$ cat src/rtl/nios2_oci_trace_monitor.sv
// Captures DCT trace words into a FIFO with a first-word fall-through read port.
// A small FSM gates capture and sequences the end-of-test drain.
//
// state | meaning
// ------+-----------------------------------------------------------
// IDLE  | after reset; waits for the test to be running
// RUN   | capturing a trace word on every dct_count change
// DRAIN | capture stopped; consumer empties the FIFO
// DONE  | FIFO empty and test ended; sticky until reset
module nios2_oci_trace_monitor #(
    parameter int DATA_W  = 30,
    parameter int COUNT_W = 4,
    parameter int DEPTH   = 16
) (
    input  logic                          clk,
    input  logic                          reset_n,
    input  logic [DATA_W-1:0]             dct_buffer,
    input  logic [COUNT_W-1:0]            dct_count,
    input  logic                          test_ending,
    input  logic                          test_has_ended,
    input  logic                          rd_ready,
    output logic                          rd_valid,
    output logic [DATA_W+COUNT_W-1:0]     rd_data,
    output logic [$clog2(DEPTH):0]        fifo_level,
    output logic [15:0]                   drop_count,
    output logic [1:0]                    state,
    output logic                          monitor_done
);

    localparam int AW      = $clog2(DEPTH);
    localparam int ENTRY_W = DATA_W + COUNT_W;
    localparam logic [AW:0] FULL_LVL = (AW+1)'(DEPTH);

    localparam logic [1:0] IDLE  = 2'b00;
    localparam logic [1:0] RUN   = 2'b01;
    localparam logic [1:0] DRAIN = 2'b10;
    localparam logic [1:0] DONE  = 2'b11;

    logic [1:0]         state_q;
    logic [1:0]         state_nxt;
    logic [COUNT_W-1:0] prev_count;
    logic [AW-1:0]      wr_ptr;
    logic [AW-1:0]      rd_ptr;
    logic [AW:0]        level_q;
    logic [15:0]        drop_q;
    logic               done_q;
    logic [ENTRY_W-1:0] mem [DEPTH];

    logic capture;
    logic full;
    logic pop;
    logic push;
    logic drop;

    assign capture = (state_q == RUN) && (dct_count != prev_count);
    assign full    = (level_q == FULL_LVL);
    assign pop     = (level_q != '0) && rd_ready;
    // A full FIFO still accepts when the head leaves in the same cycle.
    assign push    = capture && (!full || pop);
    assign drop    = capture && full && !pop;

    always_comb begin
        state_nxt = state_q;
        case (state_q)
            IDLE:    if (!test_ending && !test_has_ended) state_nxt = RUN;
            RUN:     if (test_ending || test_has_ended) state_nxt = DRAIN;
            DRAIN:   if ((level_q == '0) && test_has_ended) state_nxt = DONE;
            default: state_nxt = DONE;
        endcase
    end

    always_ff @(posedge clk or negedge reset_n) begin
        if (!reset_n) begin
            state_q    <= IDLE;
            prev_count <= '0;
            done_q     <= 1'b0;
        end else begin
            state_q    <= state_nxt;
            prev_count <= dct_count;
            done_q     <= (state_nxt == DONE);
        end
    end

    always_ff @(posedge clk or negedge reset_n) begin
        if (!reset_n) begin
            wr_ptr  <= '0;
            rd_ptr  <= '0;
            level_q <= '0;
            drop_q  <= '0;
        end else begin
            if (push) wr_ptr <= wr_ptr + 1'b1;
            if (pop)  rd_ptr <= rd_ptr + 1'b1;
            case ({push, pop})
                2'b10:   level_q <= level_q + 1'b1;
                2'b01:   level_q <= level_q - 1'b1;
                default: level_q <= level_q;
            endcase
            if (drop && (drop_q != 16'hFFFF)) drop_q <= drop_q + 16'd1;
        end
    end

    // Storage is left unreset; contents are meaningless while rd_valid is low.
    always_ff @(posedge clk) begin
        if (push) mem[wr_ptr] <= {dct_count, dct_buffer};
    end

    assign rd_valid     = (level_q != '0);
    assign rd_data      = mem[rd_ptr];
    assign fifo_level   = level_q;
    assign drop_count   = drop_q;
    assign state        = state_q;
    assign monitor_done = done_q;

endmodule

$ cat config.mk
export PLATFORM = sky130hd
export DESIGN_NAME = nios2_oci_trace_monitor
export DESIGN_NICKNAME = d
export VERILOG_FILES = /design/src/rtl/nios2_oci_trace_monitor.sv
export SDC_FILE = /design/constraint.sdc
export NUM_CORES = 1
export LEC_CHECK = 0
export ABC_AREA = 1
export ABC_CLOCK_PERIOD_IN_PS = 3770
export BUFFER_PORTS_ARGS = -buffer_cell sky130_fd_sc_hd__buf_2
export CORE_ASPECT_RATIO = 1.2
export CORE_MARGIN = 8
export CORE_UTILIZATION = 56
export DETAILED_ROUTE_END_ITERATION = 10
export PLACE_DENSITY_LB_ADDON = 0.25
export SETUP_SLACK_MARGIN = 0.3
export SLEW_MARGIN = 40
export SYNTH_ARGS = -nofsm -noshare
export SYNTH_HDL_FRONTEND = slang
export SYNTH_SLANG_ARGS = --single-unit
$ cat constraint.sdc
create_clock -name clk -period 3.77 [get_ports clk]
set_input_delay 0.754 -clock clk [delete_from_list [all_inputs] [get_ports clk]]
set_output_delay 0.754 -clock clk [all_outputs]
set_load 0.02 [all_outputs]
After elaboration in Yosys (flattened, before gate mapping)
Memory sizes are Yosys's and may differ from the RTL's.
Index checks and enable logic that the tools add are counted.
{"block": "op_classes", "add_sub_neg": 5, "n_eq_ne": 8, "mux": 7, "reduce_logical": 18}
{"op": "16-bit by 1-bit adder with 16-bit output (second input constant)", "count": 1}
{"op": "16-bit != test (second input constant)", "count": 1}
{"op": "5-bit case mux with 2 select lines", "count": 1}
{"op": "4-bit by 1-bit adder with 4-bit output (second input constant)", "count": 2}
{"op": "1-bit logical AND", "count": 8}
{"op": "2-bit == test (second input constant)", "count": 3}
{"op": "2-bit two-way mux", "count": 3}
{"op": "2-bit case mux with 3 select lines", "count": 1}
{"op": "5-bit by 1-bit adder with 5-bit output (second input constant)", "count": 1}
{"op": "5-bit == test (second input constant)", "count": 1}
{"op": "5-bit logical NOT", "count": 1}
{"op": "5-bit nonzero test", "count": 1}
{"op": "5-bit by 1-bit subtractor with 5-bit output (second input constant)", "count": 1}
{"op": "2-bit by 1-bit == test with 1-bit output (second input constant)", "count": 2}
{"op": "1-bit logical NOT", "count": 4}
{"op": "4-bit != test", "count": 1}
{"op": "2-bit logical NOT", "count": 1}
{"op": "1-bit logical OR", "count": 2}
{"op": "1-bit two-way mux", "count": 2}
{"op": "2-bit nonzero test", "count": 1}
{"block": "totals", "regBits": 36, "ram_bits": 544, "inputBits": 39, "out_inout_bits": 59, "word_cells": 46, "n_memories": 1}
{"memory": "mem", "words": 16, "word_bits": 34, "read_ports": 1, "rd_ports_with_merged_regs": 0, "wr": 1, "line_no": "47", "rtl": "logic [ENTRY_W-1:0] mem [DEPTH];"}

Longest topological paths before layout
Gate-level depths: netlist (run 1).
{"block": "logic_depth", "depth_word": 6, "mapped_depth": 17, "ltp_nobuf": 17}

Worst setup path before layout (run 1)
Ideal clock, no wire load.
{"block": "synth_timing", "path_type": "in2reg", "from": "input dct_count[1]", "to": "memory mem[11][0] (netlist name) (enable)", "setup_ns": 0.425, "arrival_time_ns": 2.817, "required_ns": 3.345, "path_slack_ns": 0.528, "path_stages": 9, "n_path_buf": 0, "cell_sequence": "inv_1 -> nand2_1 -> nand2_1 -> nor2_1 -> nand2_1 -> nand3_1 -> clkinv_1 -> nand2_1 -> nor2_1"}
{"block": "synth_between", "elab_chain_cells": 5}
{"item": "from (decl)", "line_no": "18", "rtl": "input logic [COUNT_W-1:0] dct_count,"}
{"item": "4-bit != test", "line_no": "55", "rtl": "assign capture = (state_q == RUN) && (dct_count != prev_count);"}
{"item": "1-bit logical AND", "line_no": "55"}
{"item": "1-bit logical AND", "line_no": "59", "rtl": "assign push = capture && (!full || pop);"}
{"item": "1-bit two-way mux", "line_no": "104", "rtl": "if (push) mem[wr_ptr] <= {dct_count, dct_buffer};"}
{"item": "1-bit two-way mux (implied by the code)", "line_no": "104"}
{"item": "to (decl)", "line_no": "47"}
No other way between the ends.

Worst setup path in the final report (run 1)
{"block": "layout_timing", "from": "register rd_ptr[0]", "to": "output rd_data[4]"}
{"block": "layout_between", "elab_chain_cells": 1}
{"item": "from (decl)", "line_no": "43", "rtl": "logic [AW-1:0] rd_ptr;"}
{"item": "from (signal assigned)", "line_no": "92", "rtl": "if (pop) rd_ptr <= rd_ptr + 1'b1;"}
{"item": "memory 16 x 34 bit"}
{"item": "to (decl)", "line_no": "23", "rtl": "output logic [DATA_W+COUNT_W-1:0] rd_data,"}
No other way between the ends.

==> results of run 1 <==
-- critical path, stage by stage (launching register included) --
cell	delay, ps
dfrtp_4	500
clkinv_8	210
buf_16	280
nor2_1	120
nor2_1	40
o21ai_0	70
o21ai_0	130
o211ai_1	230
nand2_1	150
buf_2	190
-- Yosys cell counts, types with 6 or more instances --
cell type | instances | share of area [%]
ha_1 | 9 | 0.48
o211ai_1 | 136 | 4.4
edfxtp_1 | 544 | 70
xor2_1 | 11 | 0.41
xnor2_1 | 12 | 0.45
o21ai_0 | 302 | 6.5
buf_1 | 14 | 0.23
dfrtp_1 | 36 | 3.9
o21ai_1 | 20 | 0.43
nor2_1 | 438 | 7.1
buf_2 | 26 | 0.56
nand4_1 | 6 | 0.16
inv_1 | 29 | 0.47
nand2_1 | 126 | 2.0
nand3_1 | 43 | 0.93
clkbuf_1 | 73 | 1.2
-- logic make-up (layout without fill, tap and decap cells) --
| logic type | count (synthesis) | after routing | synth area share, % |
|---|---|---|---|
| buffers and inverters | 148 | 291 | 2.63 |
| adder cells (fa/ha/maj) | 10 | 10 | 0.570 |
| AND/OR/NAND/NOR | 618 | 618 | 10.4 |
| other | 0 | 1 | 0 |
| flip-flops | 580 | 580 | 74.1 |
| AO/OA/AOI/OAI | 463 | 463 | 11.4 |
| XOR/XNOR | 23 | 23 | 0.866 |
-- per-stage QoR --
step	hold WS (ps)	setup WS [ps]	power, W	area [um^2]	std cells
2_1_floorplan	458	528	0.0114	23300	1842
3_3_place_gp	513	258	0.0133	24500	2410
3_5_place_dp	527	271	0.0135	24800	2423
4_1_cts	73.5	335	0.0192	26700	2528
5_1_grt	91.6	291	0.0202	26800	2531
6_report	87.4	439	0.0192	26800	2532
-- what timing repair did --
item	4_1_cts	5_1_grt
setup buffers	1	2
setup endpoints to repair	19	21
resized for setup	5	8
pin swaps	0	3
cloned	5	1
-- power by group through the flow --
stage	logic, W	clock network [W]	registers [W]
3_5_place_dp	0.00601	0	0.00752
4_1_cts	0.00638	0.00542	0.00739
3_3_place_gp	0.00582	0	0.00751
5_1_grt	0.00713	0.00567	0.00738
2_1_floorplan	0.00409	0	0.00732
6_report	0.00650	0.00537	0.00738
-- worst paths after layout --
check	slack, ps	start	depth (start not counted)	end
max in group asynchronous	3220	reset_n	2	rd_ptr[2]
hold reg to reg	530	state[1]	1	state[0]
hold / removal	90	reset_n	1	drop_count[1]
setup reg to reg	880	fifo_level[0]	9	mem[5][13]
setup / recovery	440	rd_ptr[0]	9	rd_data[4]
min in group clk	450	test_ending	4	state[0]
-- cell type report --
class,count,area [um^2]
Sequential cell,580,17200
Fill cell,2978,14600
Multi-Input combinational cell,1114,5530
Clock buffer,65,1430
Timing Repair Buffer,159,1400
Tap cell,546,683
Clock inverter,34,322
Inverter,33,139
Antenna cell,1,2.50
-- registers in the layout (all words and copies together), names as in the netlist --
register      cells
drop_count       16
fifo_level        5
mem             544
monitor_done      1
prev_count        4
rd_ptr            4
state             2
wr_ptr            4
-- per-layer routing --
metal	GRT usage (%)	wire length, um	up-vias
met1	30.8	23100	7467
met3	3.31	4050	109
li1	-	-	6883
met2	38.6	28200	675
met4	7.02	1430	2
met5	0	9	-
==> impl_metrics.json, run 1 <==
{
  "die-height_um": 239,
  "p_int_w": 0.0123,
  "hpwl_um": 31600,
  "netSwitchingPower_w": 0.00692,
  "vias_per_cell": 5.98,
  "start_util_pct": 56.2,
  "drv_slew": 0,
  "fin_crit_ps": 3330,
  "synth_nets": 1891,
  "max_freq_mhz": 300,
  "overflow": 0,
  "final_core_util_pct": 64.7,
  "die_w_um": 202,
  "cp-start-kind": "flop",
  "required_ps": 3020,
  "cts_buffer_depth": 3,
  "endpoint_kind": "primary output",
  "cts_buffers": 54,
  "grt_pass1_vias": 14800,
  "cts.sinks": 580,
  "arrival_ps": 2580,
  "first_pass_iters": 8,
  "ys.flop_type": "edfxtp_1",
  "syn_to_final_growth_pct": 15.1,
  "p_comb_share_pct": 33.8,
  "worst_pin_slew_ps": 804,
  "worstSetupPathType": "flop to primary output",
  "power.leakage_nw": 9.14,
  "drcViolationCount": 0,
  "track_usage_pct": 22.9,
  "antenna_left": 0,
  "cts_root_buf": "clkbuf_16",
  "finalHoldViolations": 0,
  "drv_cap": 0,
  "min_path_type": "input pin to async pin",
  "core_region_area_um2": 41300,
  "synth.ff_latch_count": 580,
  "sequentialPowerShare_pct": 38.3,
  "portBuffers": 97,
  "place.gp.congestion": 0.858,
  "setup_viol": 0,
  "power_density_nw_per_um2": 719,
  "swShare_pct": 36.0,
  "mostFrequentLayoutCells": "edfxtp_1, nor2_1, o21ai_0, o211ai_1, nand2_1",
  "htreeDepth": 2,
  "synth_edf_count": 544,
  "grt_max_degree": 66,
  "slew_headroom_pct": 46.2,
  "drtIter0Drc": 1431,
  "yosys_warnings": 0,
  "synth_area_per_cell_um2": 12.6,
  "yosysSeqAreaShare_pct": 74.1,
  "antenna_found_initial": 4,
  "hold_buffers": 0,
  "clock_power_share_pct": 27.9,
  "fin_tns_setup_ps": 0,
  "num_rows": 82,
  "wl_per_cell_um": 22.4,
  "fin_nets": 1991,
  "die_area_um2": 48300,
  "syn_area_um2": 23300,
  "rsz0062_at_grt": "yes",
  "drive_gt1_share_pct": 13.5,
  "async_reset_ff_share_pct": 6.21,
  "path_max_fanout": 58,
  "drt_wl_total_um": 56800,
  "num_io_pins": 98,
  "grt_pass1_wl_um": 86800,
  "outcome": "finished clean",
  "clk_pin_slew_ps": 60,
  "num_vias": 15100,
  "ys_types": 29,
  "clock_skew_ps": 27.3,
  "layout_commonest_cell": "edfxtp_1",
  "clk_latency_ps": 590,
  "period_share_pct": 88.4,
  "ir_drop_v": 0.000575,
  "cts_tree": "yes",
  "netlist_instances": 1842
}
Power figures use the tool's default switching activity.
==> run 2, diff against run 1 <==
- PLACE_DENSITY: not set -> 0.73
- PLACE_DENSITY_LB_ADDON: 0.25 -> not set
==> run 2 against run 1 <==
- power is 2.9% lower
- setup slack worse by 51 ps
- count of clock-buffer cells in the layout is 2 higher
- design area is 1.4% lower
- worst hold slack better by 76 ps
- highest routed layer unchanged
==> impl_metrics.json, run 2 (synthesized netlist as in run 1, its figures left out) <==
{
  "min_path_type": "input pin to async pin",
  "cts_root_buf": "clkbuf_16",
  "vias_per_cell": 6.01,
  "die_area_um2": 48300,
  "hold_buffers": 0,
  "wl_per_cell_um": 22.4,
  "rsz0062_at_grt": "yes",
  "cp_cell_sequence": "buf_16 -> o21ai_0 -> o211ai_1 -> o211ai_1 -> nand2_1 -> buf_2",
  "required_ps": 3020,
  "rr_startpoint": "drop_count[0]",
  "antenna_found_initial": 2,
  "grt_pass1_vias": 14700,
  "portBuffers": 97,
  "setup_viol": 0,
  "cpMostUsedCell": "o211ai_1",
  "r2r_slack_ps": 1050,
  "first_pass_iters": 5,
  "arrival_ps": 2630,
  "power_density_nw_per_um2": 708,
  "worst_pin_slew_ps": 770,
  "finalHoldViolations": 0,
  "top_register": "mem",
  "place.gp.congestion": 0.873,
  "fin_nets": 1975,
  "drt_wl_total_um": 56100,
  "period_share_pct": 89.7,
  "grt_pass1_wl_um": 85900,
  "multi_input_area_um2": 5530,
  "outcome": "finished clean",
  "r2r-end": "drop_count[3]",
  "track_usage_pct": 22.7,
  "slowest_stage": "dfrtp_4",
  "cp_top_family": "buffers and inverters",
  "drv_cap": 0,
  "grt_max_degree": 159,
  "swShare_pct": 36.3,
  "drv_slew": 0,
  "slew_headroom_pct": 48.6,
  "sequentialPowerShare_pct": 38.7,
  "clk_pin_slew_ps": 60,
  "final_core_util_pct": 63.8,
  "cts.sinks": 580,
  "drcViolationCount": 0,
  "start_util_pct": 56.2,
  "syn_to_final_growth_pct": 13.4,
  "largest_reg_flops": 544,
  "mostFrequentLayoutCells": "edfxtp_1, nor2_1, o21ai_0, o211ai_1, nand2_1",
  "netSwitchingPower_w": 0.00677,
  "worstSetupPathType": "flop to primary output",
  "cp-start-kind": "flop",
  "max_freq_mhz": 296,
  "num_io_pins": 98,
  "htreeDepth": 2,
  "die_w_um": 202,
  "r2r_cells": 8,
  "cts_buffers": 53,
  "hpwl_um": 31200,
  "drtIter0Drc": 1631,
  "path_max_fanout": 158,
  "overflow": 0,
  "p_comb_share_pct": 34.3,
  "die-height_um": 239,
  "cts_buffer_depth": 3,
  "cts_tree": "yes",
  "clk_latency_ps": 580,
  "layout_commonest_cell": "edfxtp_1",
  "path_buf_inv": 2,
  "p_int_w": 0.0119,
  "clock_power_share_pct": 26.9,
  "num-fill-cells": 2946,
  "final-seq-area_um2": 17200,
  "core_region_area_um2": 41300,
  "fin_tns_setup_ps": 0,
  "power.leakage_nw": 8.92,
  "antenna_left": 0,
  "crit_path_max_incr_delay_ps": 550,
  "fin_crit_ps": 3380,
  "ir_drop_v": 0.000587,
  "num_vias": 15100,
  "clock_skew_ps": 18.3,
  "drive_gt1_share_pct": 12.3,
  "endpoint_kind": "primary output",
  "num_rows": 82
}
## run 2: cell count changes in the layout (fill, tap and decap cells not counted), sizes merged
| cell | change |
|---|---|
| bufbuf | -3 |
| inv | +3 |
| buf | -13 |
| clkinv | -7 |
| clkinvlp | -2 |
| clkbuf | +3 |
| bufinv | -2 |
## run 2: routing by layer
| layer | up-vias | part of all wire (%) | GRT usage, % |
|---|---|---|---|
| met5 | - | 0.023 | 0 |
| met4 | 2 | 2.3 | 6.23 |
| met3 | 92 | 8.1 | 3.31 |
| met2 | 758 | 50 | 38.6 |
| met1 | 7403 | 40 | 30.5 |
| li1 | 6846 | - | - |
## run 2: what timing repair did
item                                    CTS  global route
setup buffers                             1             1
gates cloned                              0             2
endpoints found under the setup margin   17            20
gates resized for setup                   4             4
## run 2: power groups by stage
stage / Combinational (W) / Clock, W / Sequential, W
after global placement: 0.00600 / 0 / 0.00740
final: 0.00642 / 0.00503 / 0.00723
after CTS: 0.00627 / 0.00511 / 0.00725
after detailed placement: 0.00613 / 0 / 0.00741
after global routing: 0.00702 / 0.00536 / 0.00724
after floorplan: 0.00409 / 0 / 0.00732
## run 2: worst max path at each step
| stage | from | endpoint | slack (ps) | cells after the start |
|---|---|---|---|---|
| floorplan | dct_count[1] | mem[11][0] | 530 | 9 |
| global placement | dct_count[2] | mem[5][23] | 630 | 10 |
| detailed placement | dct_count[2] | mem[5][24] | 510 | 10 |
| CTS | rd_ptr[0] | rd_data[11] | 310 | 9 |
| global route | rd_ptr[0] | rd_data[9] | 250 | 6 |
| finish | rd_ptr[0] | rd_data[11] | 390 | 6 |
## run 2: worst register-to-register path: stages, from the launching register on
cell and delay (ps):
dfrtp_1 460, ha_1 260, nand3_1 170, nor2_2 190, nand4_1 160, o21ai_2 640
clkinv_1 500, nand2_1 170, nand2_1 60
## run 2: layout make-up
type / instances / share of cell area (%)
clock inverters: 26 / 0.802
clock buffers: 67 / 5.30
repair buffers: 144 / 4.41
diodes: 1 / 0.00949
multi-input cells: 1114 / 21.0
inverters: 33 / 0.531
flip-flops and latches: 580 / 65.4
well taps: 546 / 2.59
## run 2: stage by stage
step / cells / hold WS, ps / cell area (um^2) / power, W / worst slack (ps)
after floorplan: 1842 / 458 / 23300 / 0.0114 / 528
after global placement: 2413 / 515 / 24600 / 0.0134 / 627
after detailed placement: 2413 / 548 / 24600 / 0.0135 / 514
after CTS: 2507 / 154 / 26300 / 0.0186 / 312
after global routing: 2511 / 176 / 26400 / 0.0196 / 253
final: 2511 / 163 / 26400 / 0.0187 / 388
